<file path="src/rtl/game_param_regs_pkg.sv">
// game_param_regs_pkg: shared constants for the runtime Pong parameter registers
//   IDX_*            register-file slot of each parameter (also the sel_idx value)
//   DEF_*/MIN_*/MAX_* reset default and saturation limits per parameter
//   state_e          edit FSM encodings (DELAY/REPEAT used with PARAM_AUTOREPEAT_EN, HELD without)
package game_param_regs_pkg;
   localparam int IDX_BALL_RADIUS   = 0;
   localparam int IDX_PADDLE_WIDTH  = 1;
   localparam int IDX_PADDLE_HEIGHT = 2;
   localparam int IDX_PADDING       = 3;
   localparam int DEF_BALL_RADIUS   = 5;
   localparam int DEF_PADDLE_WIDTH  = 10;
   localparam int DEF_PADDLE_HEIGHT = 50;
   localparam int DEF_PADDING       = 16;
   localparam int MIN_BALL_RADIUS   = 1;
   localparam int MIN_PADDLE_WIDTH  = 2;
   localparam int MIN_PADDLE_HEIGHT = 10;
   localparam int MIN_PADDING       = 0;
   localparam int MAX_BALL_RADIUS   = 15;
   localparam int MAX_PADDLE_WIDTH  = 40;
   localparam int MAX_PADDLE_HEIGHT = 120;
   localparam int MAX_PADDING       = 64;
   localparam int DEF_VAL [4] = '{DEF_BALL_RADIUS, DEF_PADDLE_WIDTH, DEF_PADDLE_HEIGHT, DEF_PADDING};
   localparam int MIN_VAL [4] = '{MIN_BALL_RADIUS, MIN_PADDLE_WIDTH, MIN_PADDLE_HEIGHT, MIN_PADDING};
   localparam int MAX_VAL [4] = '{MAX_BALL_RADIUS, MAX_PADDLE_WIDTH, MAX_PADDLE_HEIGHT, MAX_PADDING};
   typedef enum logic [2:0] {
      ST_LOCKED = 3'd0,
      ST_IDLE   = 3'd1,
      ST_DELAY  = 3'd2,
      ST_REPEAT = 3'd3,
      ST_HELD   = 3'd4
   } state_e;
endpackage

</file>
<file path="src/rtl/game_param_regs_if.sv">
// game_param_regs_if: button inputs and parameter outputs of game_param_regs
//   slave  (design side): buttons/restore/game_running in, parameters/sel/status out
//   master (driver side): the mirror image
interface game_param_regs_if #(parameter int WIDTH = 8);
   logic             btn_sel;
   logic             btn_up;
   logic             btn_down;
   logic             restore_defaults;
   logic             game_running;
   logic [WIDTH-1:0] ball_radius;
   logic [WIDTH-1:0] paddle_width;
   logic [WIDTH-1:0] paddle_height;
   logic [WIDTH-1:0] padding;
   logic [1:0]       sel_idx;
   logic             edit_active;
   logic             param_changed;
   modport slave (
      input  btn_sel, btn_up, btn_down, restore_defaults, game_running,
      output ball_radius, paddle_width, paddle_height, padding, sel_idx, edit_active, param_changed
   );
   modport master (
      output btn_sel, btn_up, btn_down, restore_defaults, game_running,
      input  ball_radius, paddle_width, paddle_height, padding, sel_idx, edit_active, param_changed
   );
endinterface

</file>
<file path="src/rtl/game_param_regs_hold_repeat.sv">
// game_param_regs_hold_repeat: up/down edge detection, direction latch and step pulse generation
//   clk, rst_n        clock, synchronous active-low reset
//   game_running_i    forces LOCKED and suppresses steps
//   restore_i         aborts any hold and suppresses steps
//   btn_up_i/down_i   synchronised buttons
//   step_o            apply one step at the coming edge
//   dir_up_o          direction of that step (1 = increment)
// Macro PARAM_AUTOREPEAT_EN: when defined a held button repeats after REPEAT_DELAY
// cycles every REPEAT_RATE cycles; otherwise one step per press.
module game_param_regs_hold_repeat
   import game_param_regs_pkg::*;
#(
   parameter int REPEAT_DELAY = 25000000,
   parameter int REPEAT_RATE  = 5000000
) (
   input  logic clk,
   input  logic rst_n,
   input  logic game_running_i,
   input  logic restore_i,
   input  logic btn_up_i,
   input  logic btn_down_i,
   output logic step_o,
   output logic dir_up_o
);
   state_e state_q, state_d;
   logic   up_prev_q, dn_prev_q, dir_q, dir_d;
   logic   rise_up, rise_dn, held, busy, last;
   assign rise_up = btn_up_i & ~up_prev_q;
   assign rise_dn = btn_down_i & ~dn_prev_q;
   // only the latched button matters once a hold has started
   assign held    = dir_q ? btn_up_i : btn_down_i;
   assign busy    = state_q inside {ST_DELAY, ST_REPEAT, ST_HELD};
`ifdef PARAM_AUTOREPEAT_EN
   localparam state_e ST_FIRST = ST_DELAY;
   localparam int     CMAX     = REPEAT_DELAY > REPEAT_RATE ? REPEAT_DELAY : REPEAT_RATE;
   localparam int     CW       = $clog2(CMAX + 1);
   logic [CW-1:0] cnt_q, cnt_d;
   // one counter serves both the initial delay and the repeat period
   assign last = cnt_q == (state_q == ST_DELAY ? CW'(REPEAT_DELAY - 1) : CW'(REPEAT_RATE - 1));
   always_comb cnt_d = (state_q inside {ST_DELAY, ST_REPEAT}) && held && !last && !game_running_i && !restore_i
      ? cnt_q + 1'b1 : '0;
   always_ff @(posedge clk) cnt_q <= !rst_n ? '0 : cnt_d;
`else
   localparam state_e ST_FIRST = ST_HELD;
   assign last = 1'b0;
`endif
   always_ff @(posedge clk) begin
      if (!rst_n) begin
         state_q   <= ST_IDLE;
         up_prev_q <= 1'b0;
         dn_prev_q <= 1'b0;
         dir_q     <= 1'b1;
      end else begin
         state_q   <= state_d;
         up_prev_q <= btn_up_i;
         dn_prev_q <= btn_down_i;
         dir_q     <= dir_d;
      end
   end
   always_comb begin
      state_d = state_q;
      dir_d   = dir_q;
      if (game_running_i) state_d = ST_LOCKED;
      else if (restore_i || state_q == ST_LOCKED) state_d = ST_IDLE;
      else if (state_q == ST_IDLE) begin
         if (rise_up ^ rise_dn) begin
            state_d = ST_FIRST;
            dir_d   = rise_up;
         end
      end else if (!held) state_d = ST_IDLE;
      else if (last) state_d = ST_REPEAT;
   end
   always_comb begin
      step_o   = !game_running_i && !restore_i &&
                 (state_q == ST_IDLE ? (rise_up ^ rise_dn) : (busy && held && last));
      dir_up_o = state_q == ST_IDLE ? rise_up : dir_q;
   end
endmodule

</file>
<file path="src/rtl/game_param_regs.sv">
// game_param_regs: runtime-editable Pong geometry parameters with saturation
//   clk, rst_n  clock, synchronous active-low reset
//   bus.slave   buttons, restore_defaults, game_running in;
//               ball_radius, paddle_width, paddle_height, padding, sel_idx,
//               edit_active, param_changed out
// Macro PARAM_AUTOREPEAT_EN enables auto-repeat of held up/down buttons.
module game_param_regs
   import game_param_regs_pkg::*;
#(
   parameter int WIDTH        = 8,
   parameter int REPEAT_DELAY = 25000000,
   parameter int REPEAT_RATE  = 5000000
) (
   input logic              clk,
   input logic              rst_n,
   game_param_regs_if.slave bus
);
   logic [3:0][WIDTH-1:0] par_q, par_d, dflt;
   logic [1:0]            sel_q, sel_d;
   logic                  sel_prev_q, edit_q, changed_q, sel_en, step, dir_up;
   logic [WIDTH:0]        ext, up_v, dn_v, lo, hi;
   logic [WIDTH-1:0]      nxt;
   game_param_regs_hold_repeat #(
      .REPEAT_DELAY(REPEAT_DELAY),
      .REPEAT_RATE (REPEAT_RATE)
   ) u_hold (
      .clk           (clk),
      .rst_n         (rst_n),
      .game_running_i(bus.game_running),
      .restore_i     (bus.restore_defaults),
      .btn_up_i      (bus.btn_up),
      .btn_down_i    (bus.btn_down),
      .step_o        (step),
      .dir_up_o      (dir_up)
   );
   always_comb for (int i = 0; i < 4; i++) dflt[i] = WIDTH'(DEF_VAL[i]);
   // one extra bit keeps 0-1 and MAX+1 visible for clamping
   always_comb begin
      ext  = {1'b0, par_q[sel_q]};
      up_v = ext + 1'b1;
      dn_v = ext - 1'b1;
      lo   = (WIDTH+1)'(MIN_VAL[sel_q]);
      hi   = (WIDTH+1)'(MAX_VAL[sel_q]);
      nxt  = dir_up ? (up_v > hi ? hi[WIDTH-1:0] : up_v[WIDTH-1:0])
                    : (dn_v[WIDTH] || dn_v < lo ? lo[WIDTH-1:0] : dn_v[WIDTH-1:0]);
      par_d = par_q;
      if (bus.restore_defaults) par_d = dflt;
      else if (step) par_d[sel_q] = nxt;
      sel_en = bus.btn_sel && !sel_prev_q && !bus.btn_up && !bus.btn_down &&
               !bus.game_running && !bus.restore_defaults;
      sel_d  = sel_q + {1'b0, sel_en};
   end
   always_ff @(posedge clk) begin
      if (!rst_n) begin
         par_q      <= dflt;
         sel_q      <= '0;
         sel_prev_q <= 1'b0;
         edit_q     <= 1'b1;
         changed_q  <= 1'b0;
      end else begin
         par_q      <= par_d;
         sel_q      <= sel_d;
         sel_prev_q <= bus.btn_sel;
         edit_q     <= ~bus.game_running;
         changed_q  <= par_d != par_q;
      end
   end
   assign bus.ball_radius   = par_q[IDX_BALL_RADIUS];
   assign bus.paddle_width  = par_q[IDX_PADDLE_WIDTH];
   assign bus.paddle_height = par_q[IDX_PADDLE_HEIGHT];
   assign bus.padding       = par_q[IDX_PADDING];
   assign bus.sel_idx       = sel_q;
   assign bus.edit_active   = edit_q;
   assign bus.param_changed = changed_q;
endmodule

</file>
<file path="src/flat_wrapper.sv">
// flat-port wrapper written by rule: the top's interface ports become plain ports
module game_param_regs_flat import game_param_regs_pkg::*;
#(
   parameter int WIDTH        = 8,
   parameter int REPEAT_DELAY = 25000000,
   parameter int REPEAT_RATE  = 5000000
)
  (clk, rst_n, bus_btn_sel, bus_btn_up, bus_btn_down, bus_restore_defaults, bus_game_running, bus_ball_radius, bus_paddle_width, bus_paddle_height, bus_padding, bus_sel_idx, bus_edit_active, bus_param_changed);
  game_param_regs_if #(.WIDTH(WIDTH)) bus_i ();
  input logic clk;
  input logic rst_n;
  input wire logic [$bits(bus_i.btn_sel)-1:0] bus_btn_sel;
  input wire logic [$bits(bus_i.btn_up)-1:0] bus_btn_up;
  input wire logic [$bits(bus_i.btn_down)-1:0] bus_btn_down;
  input wire logic [$bits(bus_i.restore_defaults)-1:0] bus_restore_defaults;
  input wire logic [$bits(bus_i.game_running)-1:0] bus_game_running;
  output wire logic [$bits(bus_i.ball_radius)-1:0] bus_ball_radius;
  output wire logic [$bits(bus_i.paddle_width)-1:0] bus_paddle_width;
  output wire logic [$bits(bus_i.paddle_height)-1:0] bus_paddle_height;
  output wire logic [$bits(bus_i.padding)-1:0] bus_padding;
  output wire logic [$bits(bus_i.sel_idx)-1:0] bus_sel_idx;
  output wire logic [$bits(bus_i.edit_active)-1:0] bus_edit_active;
  output wire logic [$bits(bus_i.param_changed)-1:0] bus_param_changed;
  assign bus_i.btn_sel = bus_btn_sel;
  assign bus_i.btn_up = bus_btn_up;
  assign bus_i.btn_down = bus_btn_down;
  assign bus_i.restore_defaults = bus_restore_defaults;
  assign bus_i.game_running = bus_game_running;
  assign bus_ball_radius = bus_i.ball_radius;
  assign bus_paddle_width = bus_i.paddle_width;
  assign bus_paddle_height = bus_i.paddle_height;
  assign bus_padding = bus_i.padding;
  assign bus_sel_idx = bus_i.sel_idx;
  assign bus_edit_active = bus_i.edit_active;
  assign bus_param_changed = bus_i.param_changed;
  game_param_regs #(.WIDTH(WIDTH), .REPEAT_DELAY(REPEAT_DELAY), .REPEAT_RATE(REPEAT_RATE)) u_core (.clk(clk), .rst_n(rst_n), .bus(bus_i));
endmodule
</file>
<file path="config.mk">
export PLATFORM = sky130hd
export DESIGN_NAME = game_param_regs_flat
export DESIGN_NICKNAME = d
export VERILOG_FILES = /design/src/rtl/game_param_regs_pkg.sv /design/src/rtl/game_param_regs_if.sv /design/src/rtl/game_param_regs_hold_repeat.sv /design/src/rtl/game_param_regs.sv /design/src/flat_wrapper.sv
export SDC_FILE = /design/constraint.sdc
export NUM_CORES = 1
export LEC_CHECK = 0
export ABC_AREA = 1
export BUFFER_PORTS_ARGS = -buffer_cell sky130_fd_sc_hd__buf_2
export CORE_UTILIZATION = 47
export CTS_BUF_LIST = sky130_fd_sc_hd__clkbuf_8 sky130_fd_sc_hd__clkbuf_16
export DETAILED_ROUTE_END_ITERATION = 10
export GPL_TIMING_DRIVEN = 0
export PLACE_DENSITY = 0.67
export SLEW_MARGIN = 20
export SYNTH_ARGS = -nofsm -noshare
export SYNTH_HDL_FRONTEND = slang
export SYNTH_SLANG_ARGS = --single-unit
</file>
<file path="constraint.sdc">
create_clock -name clk -period 4.3 [get_ports clk]
set_clock_uncertainty 0.1 [all_clocks]
set_input_delay 0.86 -clock clk [delete_from_list [all_inputs] [get_ports clk]]
set_output_delay 0.86 -clock clk [all_outputs]
set_load 0.02 [all_outputs]
</file>
[After elaboration in Yosys (flattened, before gate mapping)]
Cells that the tools add are included.
Word-level totals
  flip-flop bits (word level): 43
  bits of input ports: 7
  output and inout bits: 36
  logic and storage cells: 80
Cells by class
  $add $sub $neg: 3
  $lt $le $gt $ge: 5
  equality and inequality tests: 6
  multiplexer cells: 24
  bitwise operators: 9
  reductions and logical operators: 20
Operators with widths (number)
  $bmux 32 s2: 2
  $mux 32: 2
  $mux 8: 5
  $mux 9: 4
  $bwmux 32: 1
  $ne 32x32->1: 1
  $bmux 8 s2: 1
  $demux 8 s2: 1
  $add 8x1->9 const B: 1
  $gt 9x9->1: 1
  $lt 9x9->1: 1
  $mux 3: 3
  $sub 8x1->9 const B: 1
  $logic_and 1x1->1: 8
  $logic_not 1->1: 5
  $mux 1: 5
  $not 1->1: 5
  $ne 2x1->1 const B: 2
  $ne 4x2->1 const B: 1
  $ne 4x3->1 const B: 1
  $reduce_and 2->1: 2
  $reduce_and 4->1: 1
  $eq 3x1->1 const B: 1
  $ge 3x3->1 const B: 1
  9 further kinds: 11

[Logic depth before layout (Yosys ltp)]
  depth in word-level cells: 12
  gate-level depth with buffers: 35
  gate-level depth less buffers: 34

[Cells and area by module]
From an unflattened synthesis, not the netlist that was laid out.
Second synthesis, totals
  cells, all modules: 643
  area, all modules: 3773.6 µm²
Modules (own cells, without submodules)
  game_param_regs: times used 1, cells an instance 588, area each 3450.8 µm², seq. area each 740.7 µm²
  game_param_regs_hold_repeat: times used 1, cells an instance 55, area each 322.8 µm², seq. area each 100.1 µm²

[Least setup slack after synthesis]
No wires, ideal clock.
  kind: reg2reg
  from: register u_core.sel_q[0] (netlist: u_core.bus.sel_idx[0])
  to: register u_core.changed_q (netlist: u_core.bus.param_changed)
  setup time: 0.128 ns
  arrival: 3.544 ns
  required time: 4.072 ns
  slack: 0.528 ns
  cell stages (with the launch flop): 33
  buffers on the path: 1
  period minus slack after synthesis: 3.772 ns
  cells stage by stage: dfxtp_1 > buf_6 > nand2_1 > nand3_1 > nand2_1 > inv_2 > ha_1 > inv_1 > nor2_1 > nand2_1 > xor2_1 > inv_1 > ha_1 > nand2_1 > o21bai_1 > nand3_1 > nand2_1 > nand2_1 > nand2_1 > nand3_4 > nand2_4 > nand2_2 > or2_4 > nand2_1 > nand2_2 > nand2_2 > nand2_1 > nand2_1 > nand2_1 > nor2_1 > nand3_1 > nor2_1 > nor2_1
Between the ends
  cells in the longest elaborated chain, start to end: 12
  elaborated cells on any way between the ends: 26
  those cells by class: add/sub (2); order compare (4); eq/ne (1); mux (16); bitwise (1); reduce/logical (2)
RTL lines
  from (decl): line game_param_regs.sv:19  | logic [1:0] sel_q, sel_d;
  from (signal assigned): line game_param_regs.sv:62  | sel_q <= sel_d;
  branches (longest 8 deep; another with $sub 8x1->9)
  $bwmux 32 (*): line game_param_regs.sv:48  | else if (step) par_d[sel_q] = nxt;
  $mux 32 (*): line game_param_regs.sv:48
  $mux 32 (*): line game_param_regs.sv:47  | if (bus.restore_defaults) par_d = dflt;
  $ne 32x32->1 (*): line game_param_regs.sv:65  | changed_q <= par_d != par_q;
  to (signal assigned): line game_param_regs.sv:65
  to (decl): line game_param_regs.sv:20  | logic sel_prev_q, edit_q, changed_q, sel_en, step, dir_up;
Every way passes the cells marked *. The select of a mux whose other input is x is not followed.
A chain may end at the register's enable or synchronous reset.

[Worst setup path in the final report]
Same ends and word-level chain as after synthesis.

==> impl_metrics.csv <==
group,metric,value,unit
placed_design,port_buffers,40,
drt,drtIter0Drc,222,
logic_synthesis,synth_nets,625,
logic_synthesis,netlist_top_cells_area,"dfxtp_1 (23%), nand2_1 (20%), nand3_1 (12%)",
floorplan,die_h,90.1,um
critical_path,required,4.37,ns
logic_synthesis,synth.distinct_cells,40,
drt,via_per_inst,5.48,
critical_path,critPathLaunchType,"flop",
floorplan,ios,43,
critical_path,crit_family,"simple AND/OR/NAND/NOR gates",
timing,finalCritPeriodShare,93.6,%
floorplan,initial_core_util,49.5,%
drt,drc,0,
global_route,track_usage,29.2,%
critical_path,crit_top_cell,"nand2_1",
power,p_per_area,205,nW/um2
min_path,hold_path.class,"reg2reg",
critical_path,cp.depth,33,
logic_synthesis,ys_ff_latch,42,
clock_network,postCtsHoldBufs,0,
run,drv_cap,0,
placed_design,gp_congestion,0.926,
logic_synthesis,synth_edf_count,0,
final_layout,n_antenna_cell,0,
global_route,overflow,0,
logic_synthesis,yosysMostFrequentCell,"nand2_1",
timing,timing.final.hold_violations,0,
floorplan,num_rows,31,
critical_path,max_stage_delay,0.38,ns
final_layout,num-fill-cells,748,
clock_network,path_clk_slew,0.09,ns
clock_network,clock_latency,0.30,ns
critical_path,cp-startpoint,"u_core.bus.sel_idx[0]",
logic_synthesis,yosys_warnings,0,
global_route,grt_pass1_vias,3745,
logic_synthesis,ys_seq_area_share,23.0,%
critical_path,cp-end-kind,"flop",
timing,fmax,249,MHz
floorplan,core,7370,um2
logic_synthesis,yosys.area.top_type,"dfxtp_1",
timing,maxSlewViolCount,0,
logic_synthesis,syn_inst,601,
clock_network,cts_tree,"yes",
final_layout,nets,679,
drt,postRouteAntennaNets,0,
drt,drt_pre_antenna_iters,6,
logic_synthesis,syn_avg_cell_area,6.07,um2
clock_network,h-tree-depth,2,
logic_synthesis,synth_top_cell_area_share,23.0,%
clock_network,cts_buffers,5,
placed_design,dpl.hpwl,8.75,mm
global_route,grt_pass1_wl,18.5,mm
power,finalPower,876,uW
timing,finalSetupViolations,0,
power,p_leak,0.00215,uW
logic_synthesis,synthFlopType,"dfxtp_1",
outcome,status,"complete, no violations",
timing,worstMarginPinSlew,0.733,ns
timing,slew_headroom,51.1,%
drt,drt_wl_total,11.9,mm
floorplan,dieArea,8120,um2
clock_network,clockBufferDepth,2,
critical_path,path_max_fanout,8,
critical_path,crit_buf_inv,7,
critical_path,critPathKind,"reg2reg",
drt,wire_per_inst,15.7,um
clock_network,clock-sinks,42,
final_layout,drive_above_1_share,22.0,%
timing,period_needed,4.02,ns
floorplan,die_w,90.1,um
logic_synthesis,synth_area,3650,um2
critical_path,reg2reg_setup_slack,0.28,ns
timing,hold_slack,0.425,ns
logic_synthesis,synthArstFlopShare,0,%
drt,vias,4139,
critical_path,endpoint,"u_core.bus.param_changed",
critical_path,reg2regPathDepth,33,
final_layout,syn_to_final_growth,17.0,%
critical_path,slowest_stage,"dfxtp_4",
global_route,antenna_found_initial,0,
logic_synthesis,synth_common_cells,"nand2_1 (190), nand3_1 (84), inv_1 (62)",
critical_path,arrival,4.09,ns
critical_path,r2r-start,"u_core.bus.sel_idx[0]",
clock_network,clock-root-buffer,"clkbuf_8",
critical_path,r2r-end,"u_core.bus.param_changed",
power,ir_worst_vdd,0.000123,V
global_route,grt_max_degree,14,
flip-flops by register name, indices dropped and copies added, names as in the netlist:
name and cells:
u_core.sel_prev_q 1, u_core.bus.paddle_height 8, u_core.bus.ball_radius 8, u_core.u_hold.up_prev_q 1, u_core.u_hold.dn_prev_q 1, u_core.bus.edit_active 1
u_core.u_hold.state_q 2, u_core.bus.padding 8, u_core.bus.sel_idx 2, u_core.u_hold.dir_q 1, u_core.bus.paddle_width 8, u_core.bus.param_changed 1
cell type report:
| cell class | count | area (um2) | area share [%] |
|---|---|---|---|
| multi-input cells | 473 | 2570 | 60.2 |
| flip-flops and latches | 42 | 848 | 19.9 |
| inverters | 74 | 294 | 6.89 |
| repair buffers | 46 | 245 | 5.74 |
| well taps | 99 | 124 | 2.90 |
| plain buffers | 13 | 100 | 2.34 |
| clock buffers | 5 | 68.8 | 1.61 |
| clock inverters | 3 | 17.5 | 0.410 |
per-stage QoR:
step	util [%]	setup TNS, ns	worst slack [ns]	instances	cell area (um2)
final	57.9	0	0.277	755	4270
after global routing	57.9	-0.0516	-0.0516	755	4270
after CTS	55.3	0	0.0285	748	4080
after detailed placement	53.9	-0.122	-0.122	740	3970
after global placement	53.9	-0.0700	-0.0700	740	3970
after floorplan	-	0	0.528	601	3650
worst reg2reg max path, delay by kind of cell, from the launching register on:
kind | cells | cell delay (ns)
AND/OR/NAND/NOR | 23 | 2.10
buffers and inverters | 7 | 0.63
adder cells (fa/ha/maj) | 2 | 0.48
flip-flops | 1 | 0.38
XOR/XNOR | 1 | 0.21
metal layers:
layer	share of wire, %	vias to the layer above	GRT usage [%]
met3	6.3	33	2.96
li1	-	2038	-
met4	3.5	0	14.1
met1	44	1917	38.2
met5	0	-	0
met2	46	151	47.9
kinds of logic after synthesis:
group / count (synthesis) / synth area share (%)
AND/OR/NAND/NOR: 392 / 49.8
adder cells (fa/ha/maj): 17 / 5.83
XOR/XNOR: 11 / 2.64
AO/OA/AOI/OAI: 52 / 8.16
buffers and inverters: 87 / 10.5
flip-flops: 42 / 23.0
placed cells by master, fill, tap and decap left out, types with 2 or more instances in the layout:
master | synthesis | routed
nor2_1 | 60 | 56
nand3_4 | 1 | 3
clkbuf_8 | 0 | 5
nand3b_1 | 4 | 4
o211ai_1 | 2 | 2
o21ai_0 | 6 | 6
nor3_1 | 3 | 3
or2_1 | 2 | 2
buf_6 | 3 | 2
nand2_4 | 4 | 5
clkinv_1 | 2 | 2
dfxtp_1 | 42 | 40
clkbuf_1 | 8 | 8
buf_12 | 1 | 2
a21oi_1 | 32 | 31
ha_1 | 17 | 15
nand3_1 | 84 | 75
nand2_2 | 19 | 27
clkinv_2 | 3 | 4
nand2_1 | 190 | 181
buf_4 | 1 | 7
inv_2 | 5 | 5
inv_1 | 62 | 63
nor2_2 | 5 | 9
xor2_1 | 9 | 8
xnor2_1 | 2 | 2
buf_2 | 0 | 40
dfxtp_4 | 0 | 2
nand3_2 | 10 | 18
o21a_1 | 4 | 4
o21ai_2 | 1 | 2
nand4_1 | 6 | 6
o21ai_1 | 3 | 2
worst min path at each step:
stage	start	to	slack, ns	depth (start not counted)
2_1_floorplan	u_core.u_hold.dir_q	u_core.u_hold.dir_q	0.37	2
3_3_place_gp	u_core.u_hold.dir_q	u_core.u_hold.dir_q	0.39	2
3_5_place_dp	u_core.u_hold.dir_q	u_core.u_hold.dir_q	0.40	2
4_1_cts	u_core.u_hold.dir_q	u_core.u_hold.dir_q	0.42	2
5_1_grt	u_core.u_hold.dir_q	u_core.u_hold.dir_q	0.44	2
6_report	u_core.u_hold.dir_q	u_core.u_hold.dir_q	0.43	2
where the power goes:
part | total, uW | switching [uW] | internal [uW]
clock | 263 | 150 | 113
sequential | 399 | 4.75 | 395
combinational | 213 | 148 | 65.8
repair_timing:
item,4_1_cts,5_1_grt
setup endpoints to repair,1,1
pin swaps,0,5
buffers inserted,0,6
resized for setup,6,32
cloned,0,1
No activity file was read; power rests on OpenSTA's default activity.
